## src/rtl/lfsr_dir_gen_if.sv

```systemverilog
// lfsr_dir_gen_if: seed/direction handshake bundle between BAS controller, generator and consumer
// master: drives load, seed, dir_ready; observes dir_valid, dir, sample_count, cycled
// slave : the generator side
interface lfsr_dir_gen_if #(
  parameter int WIDTH = 9,
  parameter int NCH   = 2,
  parameter int CNT_W = 16
);
  logic                 load;
  logic [NCH*WIDTH-1:0] seed;
  logic                 dir_valid;
  logic                 dir_ready;
  logic [NCH*WIDTH-1:0] dir;
  logic [CNT_W-1:0]     sample_count;
  logic [NCH-1:0]       cycled;
  modport master (output load, seed, dir_ready, input dir_valid, dir, sample_count, cycled);
  modport slave  (input load, seed, dir_ready, output dir_valid, dir, sample_count, cycled);
endinterface

```

## src/rtl/lfsr_dir_gen.sv

```systemverilog
// lfsr_dir_gen: NCH-channel Fibonacci LFSR direction generator with valid/ready output
// i_clock, i_reset (sync, active-high); bus: lfsr_dir_gen_if.slave (load/seed in, dir handshake out,
// sample_count, sticky per-channel cycled). LFSR_DIR_SIGNED_EN: dir is state with MSB inverted.
module lfsr_dir_gen #(
  parameter int          WIDTH = 9,
  parameter int          NCH   = 2,
  parameter int unsigned TAPS  = 9'h110,
  parameter int          STEPS = 1,
  parameter int          CNT_W = 16
) (
  input logic           i_clock,
  input logic           i_reset,
  lfsr_dir_gen_if.slave bus
);
  localparam logic [WIDTH-1:0] TAP_M  = WIDTH'(TAPS);
  localparam logic [7:0]       STEP_N = (STEPS == 0) ? 8'd1 : 8'(STEPS);
  typedef enum logic [1:0] {UNSEEDED, VALID, STEP} state_t;
  state_t           r_state;
  logic [WIDTH-1:0] r_lfsr [NCH];
  logic [WIDTH-1:0] r_ref  [NCH];
  logic [WIDTH-1:0] w_next [NCH];
  logic [WIDTH-1:0] w_seed [NCH];
  logic [7:0]       r_left;
  logic [CNT_W-1:0] r_cnt;
  logic [NCH-1:0]   r_cycled;
  logic             r_valid;
  for (genvar g = 0; g < NCH; g++) begin : g_ch
    // all-zero is the lock-up state, so a zero seed becomes 1
    assign w_seed[g] = (bus.seed[g*WIDTH +: WIDTH] == '0) ? WIDTH'(1) : bus.seed[g*WIDTH +: WIDTH];
    assign w_next[g] = {r_lfsr[g][WIDTH-2:0], ^(r_lfsr[g] & TAP_M)};
`ifdef LFSR_DIR_SIGNED_EN
    assign bus.dir[g*WIDTH +: WIDTH] = {~r_lfsr[g][WIDTH-1], r_lfsr[g][WIDTH-2:0]};
`else
    assign bus.dir[g*WIDTH +: WIDTH] = r_lfsr[g];
`endif
  end
  assign bus.dir_valid    = r_valid;
  assign bus.sample_count = r_cnt;
  assign bus.cycled       = r_cycled;
  always_ff @(posedge i_clock) begin
    if (i_reset) begin
      r_state  <= UNSEEDED;
      r_left   <= '0;
      r_cnt    <= '0;
      r_cycled <= '0;
      r_valid  <= 1'b0;
      for (int i = 0; i < NCH; i++) begin
        r_lfsr[i] <= '0;
        r_ref[i]  <= '0;
      end
    end else if (bus.load) begin
      r_state  <= VALID;
      r_left   <= '0;
      r_cnt    <= '0;
      r_cycled <= '0;
      r_valid  <= 1'b1;
      for (int i = 0; i < NCH; i++) begin
        r_lfsr[i] <= w_seed[i];
        r_ref[i]  <= w_seed[i];
      end
    end else if (r_state == VALID && bus.dir_ready) begin
      r_state <= STEP;
      r_valid <= 1'b0;
      r_left  <= STEP_N;
      r_cnt   <= r_cnt + 1'b1;
    end else if (r_state == STEP) begin
      for (int i = 0; i < NCH; i++) begin
        r_lfsr[i] <= w_next[i];
        if (w_next[i] == r_ref[i]) r_cycled[i] <= 1'b1;
      end
      r_left <= r_left - 1'b1;
      if (r_left == 8'd1) begin
        r_state <= VALID;
        r_valid <= 1'b1;
      end
    end
  end
endmodule

```

## src/flat_wrapper.sv

```systemverilog
// flat-port wrapper written by rule: the top's interface ports become plain ports
module lfsr_dir_gen_flat 
#(
  parameter int          WIDTH = 9,
  parameter int          NCH   = 2,
  parameter int unsigned TAPS  = 9'h110,
  parameter int          STEPS = 1,
  parameter int          CNT_W = 16
)
  (i_clock, i_reset, bus_load, bus_seed, bus_dir_ready, bus_dir_valid, bus_dir, bus_sample_count, bus_cycled);
  lfsr_dir_gen_if #(.WIDTH(WIDTH), .NCH(NCH), .CNT_W(CNT_W)) bus_i ();
  input logic i_clock;
  input logic i_reset;
  input wire logic [$bits(bus_i.load)-1:0] bus_load;
  input wire logic [$bits(bus_i.seed)-1:0] bus_seed;
  input wire logic [$bits(bus_i.dir_ready)-1:0] bus_dir_ready;
  output wire logic [$bits(bus_i.dir_valid)-1:0] bus_dir_valid;
  output wire logic [$bits(bus_i.dir)-1:0] bus_dir;
  output wire logic [$bits(bus_i.sample_count)-1:0] bus_sample_count;
  output wire logic [$bits(bus_i.cycled)-1:0] bus_cycled;
  assign bus_i.load = bus_load;
  assign bus_i.seed = bus_seed;
  assign bus_i.dir_ready = bus_dir_ready;
  assign bus_dir_valid = bus_i.dir_valid;
  assign bus_dir = bus_i.dir;
  assign bus_sample_count = bus_i.sample_count;
  assign bus_cycled = bus_i.cycled;
  lfsr_dir_gen #(.WIDTH(WIDTH), .NCH(NCH), .TAPS(TAPS), .STEPS(STEPS), .CNT_W(CNT_W)) u_core (.i_clock(i_clock), .i_reset(i_reset), .bus(bus_i));
endmodule
```

## config.mk

```make
export PLATFORM = sky130hd
export DESIGN_NAME = lfsr_dir_gen_flat
export DESIGN_NICKNAME = d
export VERILOG_FILES = /design/src/rtl/lfsr_dir_gen_if.sv /design/src/rtl/lfsr_dir_gen.sv /design/src/flat_wrapper.sv
export SDC_FILE = /design/constraint.sdc
export NUM_CORES = 1
export LEC_CHECK = 0
export ABC_AREA = 1
export CAP_MARGIN = 20
export CORE_MARGIN = 2
export CORE_UTILIZATION = 25
export CTS_CLUSTER_DIAMETER = 40
export DETAILED_ROUTE_END_ITERATION = 12
export GPL_ROUTABILITY_DRIVEN = 0
export SETUP_SLACK_MARGIN = 0.4
export SLEW_MARGIN = 30
export SYNTH_ARGS = -nofsm -noshare
export SYNTH_HDL_FRONTEND = slang
export SYNTH_SLANG_ARGS = --single-unit
export TNS_END_PERCENT = 30
```

## constraint.sdc

```tcl
create_clock -name i_clock -period 3.8 [get_ports i_clock]
set_input_delay 1.14 -clock i_clock [delete_from_list [all_inputs] [get_ports i_clock]]
set_output_delay 1.14 -clock i_clock [all_outputs]
set_load 0.02 [all_outputs]
```

==> results by group <==
Synth
  • Sequential area share after synthesis: 0.516
  • Cell variety after synth: 32
  • Largest family of logic cells by synthesized area: simple AND/OR/NAND/NOR gates
  • Mapped Area: 0.00318 mm2
  • Post-synth top area share: 0.340
  • Post-synth EDFFs: 36
  • Synth Register Bits: 64
  • Mux cell area share after synthesis: 0
  • Post-synth top area cell: edfxtp_1
  • Post-synth top cells: nand2_1 (79), inv_1 (75), nor2_1 (70)
  • Synth area leaders: edfxtp_1 (34%), dfxtp_1 (18%), nand2_1 (9.3%), inv_1 (8.8%), nor2_1 (8.3%)
  • Syn avg cell area: 8.04 um2
  • Synthesis Warnings: 0
  • Synth Flop Type: edfxtp_1
  • Top-count cell post-synth: nand2_1
  • Simple-Gate Fraction of Synth Area: 0.273
  • Xor/xnor share of the synthesized area: 0.00825
  • Ys async rst share: 0
  • Post-Syn Instances: 396
  • Post-synthesis compound-gate area fraction: 0.0896
  • Adder-Cell Fraction of Synth Area: 0.0118
  • Synth Net Count: 421

Floorplan
  • Rows: 41
  • Die height: 117 um
  • Chip width: 117 um
  • Die ar.: 0.0137 mm2
  • IO Count: 59
  • Initial core utilization: 0.254
  • Core area: 0.0125 mm2

Global routing
  • Initial antenna violation count: 0
  • Vias in the first global route: 2636
  • GR Util All Layers: 0.125
  • First-pass GRT wire length: 13.0 mm
  • Overflow left after global routing: 0
  • Largest net degree at the start of global routing: 26

Timing
  • Final Max Tran Viols: 0
  • Worst slew pin tran: 0.547 ns
  • F_max: 385 MHz
  • Tcrit/Tclk final: 0.684
  • Unrepaired setup endpoints after global routing: no
  • Post-layout min period: 2.60 ns
  • Final Setup Violations: 0
  • TNS Setup: 0 ns
  • Slew headroom: 0.635
  • Clock Skew: 0.00635 ns
  • Fin. Hold Viols: 0

Critical path
  • Critical Path Fanout Max: 5
  • Worst reg-to-reg setup slack: 2.30 ns
  • Worst EP required: 2.66 ns
  • Max incr delay on CP: 0.65 ns
  • Buf/Inv on CP: 1
  • CP top delay family: buffers and inverters
  • Worst-path cell chain: clkdlybuf4s50_1
  • Crit path kind: reg -> out
  • CP endpoint kind: output port
  • Crit path arrival time: 1.46 ns
  • Critical path's slowest cell: clkdlybuf4s50_1
  • Startpoint type of the worst setup path: flop

Placement
  • DP HPWL: 5.78 mm
  • Cells after DPL: 626
  • Port Buffers: 58

Clock tree
  • Clock-pin slew on the worst setup and hold paths: 0.06 ns
  • CTS Hold Bufs: 0
  • Resize count post-CTS: 0
  • Postcts setup bufs: 0
  • Clock tree from TritonCTS: built
  • Clk buf depth: 2
  • Clock root buffer: clkbuf_16
  • H-tree lvl count: 3
  • CTS buffer count: 9
  • Clk_lat worst skew: 0.34 ns
  • Clock Sinks: 64

Routing
  • Drt first-iter violations: 190
  • WL final: 7.85 mm
  • First-pass iteration count of the detailed router: 4
  • DR vias/cell: 4.22
  • Vias after detailed routing: 2710
  • Drt drc: 0
  • Routed Antenna Nets: 0
  • DR WL/cell: 12.2 um

Cells and area
  • Area growth syn-to-layout: 34.1%
  • Nets@finish: 490
  • Diode count: 0
  • Share of cells above drive strength 1: 0.0957
  • Non-filler cells, final: 642

Power
  • Peak VDD IR: 0.000335 V
  • Leak Pwr: 1.70 nW
  • P per Cell Area: 410 mW/mm2

Run status
  • Outcome: complete, no violations

Flow run
  • Max-Cap Viols: 0

Hold path
  • HP Class: reg -> reg
## placed cells by master (no fill, tap or decap), types with 3 or more instances in the layout
| cell | count |
|---|---|
| inv_1 | 75 |
| ha_1 | 3 |
| nand2_2 | 3 |
| dfxtp_1 | 28 |
| clkbuf_16 | 9 |
| buf_4 | 6 |
| nand3_1 | 11 |
| clkdlybuf4s50_1 | 58 |
| nand4_1 | 6 |
| a31o_2 | 4 |
| nor2_1 | 70 |
| a21oi_1 | 14 |
| nor3b_1 | 3 |
| o22ai_1 | 15 |
| nor2_2 | 4 |
| nor3_1 | 5 |
| o21ai_0 | 14 |
| nor2_4 | 3 |
| nand2_1 | 79 |
| edfxtp_1 | 36 |
| clkinvlp_4 | 3 |
## stage by stage
step | hold WS, ns | power [mW] | setup slack, ns | area (um2) | util
global placement | 0.441 | 1.01 | 1.05 | 4000 | 0.319
finish | 0.451 | 1.75 | 1.20 | 4270 | 0.341
global route | 0.496 | 1.82 | 1.12 | 4270 | 0.341
CTS | 0.456 | 1.76 | 1.18 | 4270 | 0.341
floorplan | 0.422 | 0.916 | 1.59 | 3180 | -
detailed placement | 0.447 | 1.01 | 0.957 | 4000 | 0.319
## routing by layer
layer	share of wire	track usage
met5	0	0
met4	0.014	0.0369
met3	0.064	0.0469
met2	0.46	0.202
met1	0.46	0.157
## path summary, 6_finish.rpt
kind / from / end / depth (start not counted)
max: u_core.r_lfsr[0][4] / bus_dir[4] / 1
min: u_core.bus.cycled[1] / u_core.bus.cycled[1] / 2
max reg2reg: u_core.r_state[0] / u_core.r_lfsr[0][14] / 5
min reg2reg: u_core.bus.cycled[1] / u_core.bus.cycled[1] / 2
## cell families (layout without fill, tap and decap cells)
| logic type | after synthesis | in the layout |
|---|---|---|
| DFF | 64 | 64 |
| AOI/OAI and AO/OA | 50 | 50 |
| xor gates and xnor gates | 3 | 3 |
| and+or+nand+nor | 192 | 192 |
| buffers and inverters | 84 | 158 |
| adders and majority gates | 3 | 3 |
## power breakdown
group	total (mW)	switching, mW	internal [mW]	leakage (nW)
registers	0.796	0.0268	0.769	0.619
clock network	0.757	0.317	0.439	0.125
logic	0.196	0.111	0.0852	0.959
total	1.75	0.455	1.29	1.70
## final cells by class
type,instances,area [um2]
Clock inverter,7,48.8
Clock buffer,9,225
Tap cell,172,215
Sequential cell,64,1640
Inverter,78,295
Timing Repair Buffer,64,626
Fill cell,1299,8250
Multi-Input combinational cell,248,1220
## tightest hold or removal path, cell delays in order, from the launching register on
cell and delay, ns:
dfxtp_1 0.31, inv_1 0.05, a21oi_1 0.05
## state kept, by name, summed over array words and instances (netlist names)
signal                   cells
u_core.bus.sample_count     16
u_core.r_ref                18
u_core.r_lfsr               18
u_core.r_left                8
u_core.bus.cycled            2
u_core.r_state               2
No activity file was read; power rests on OpenSTA's default activity.
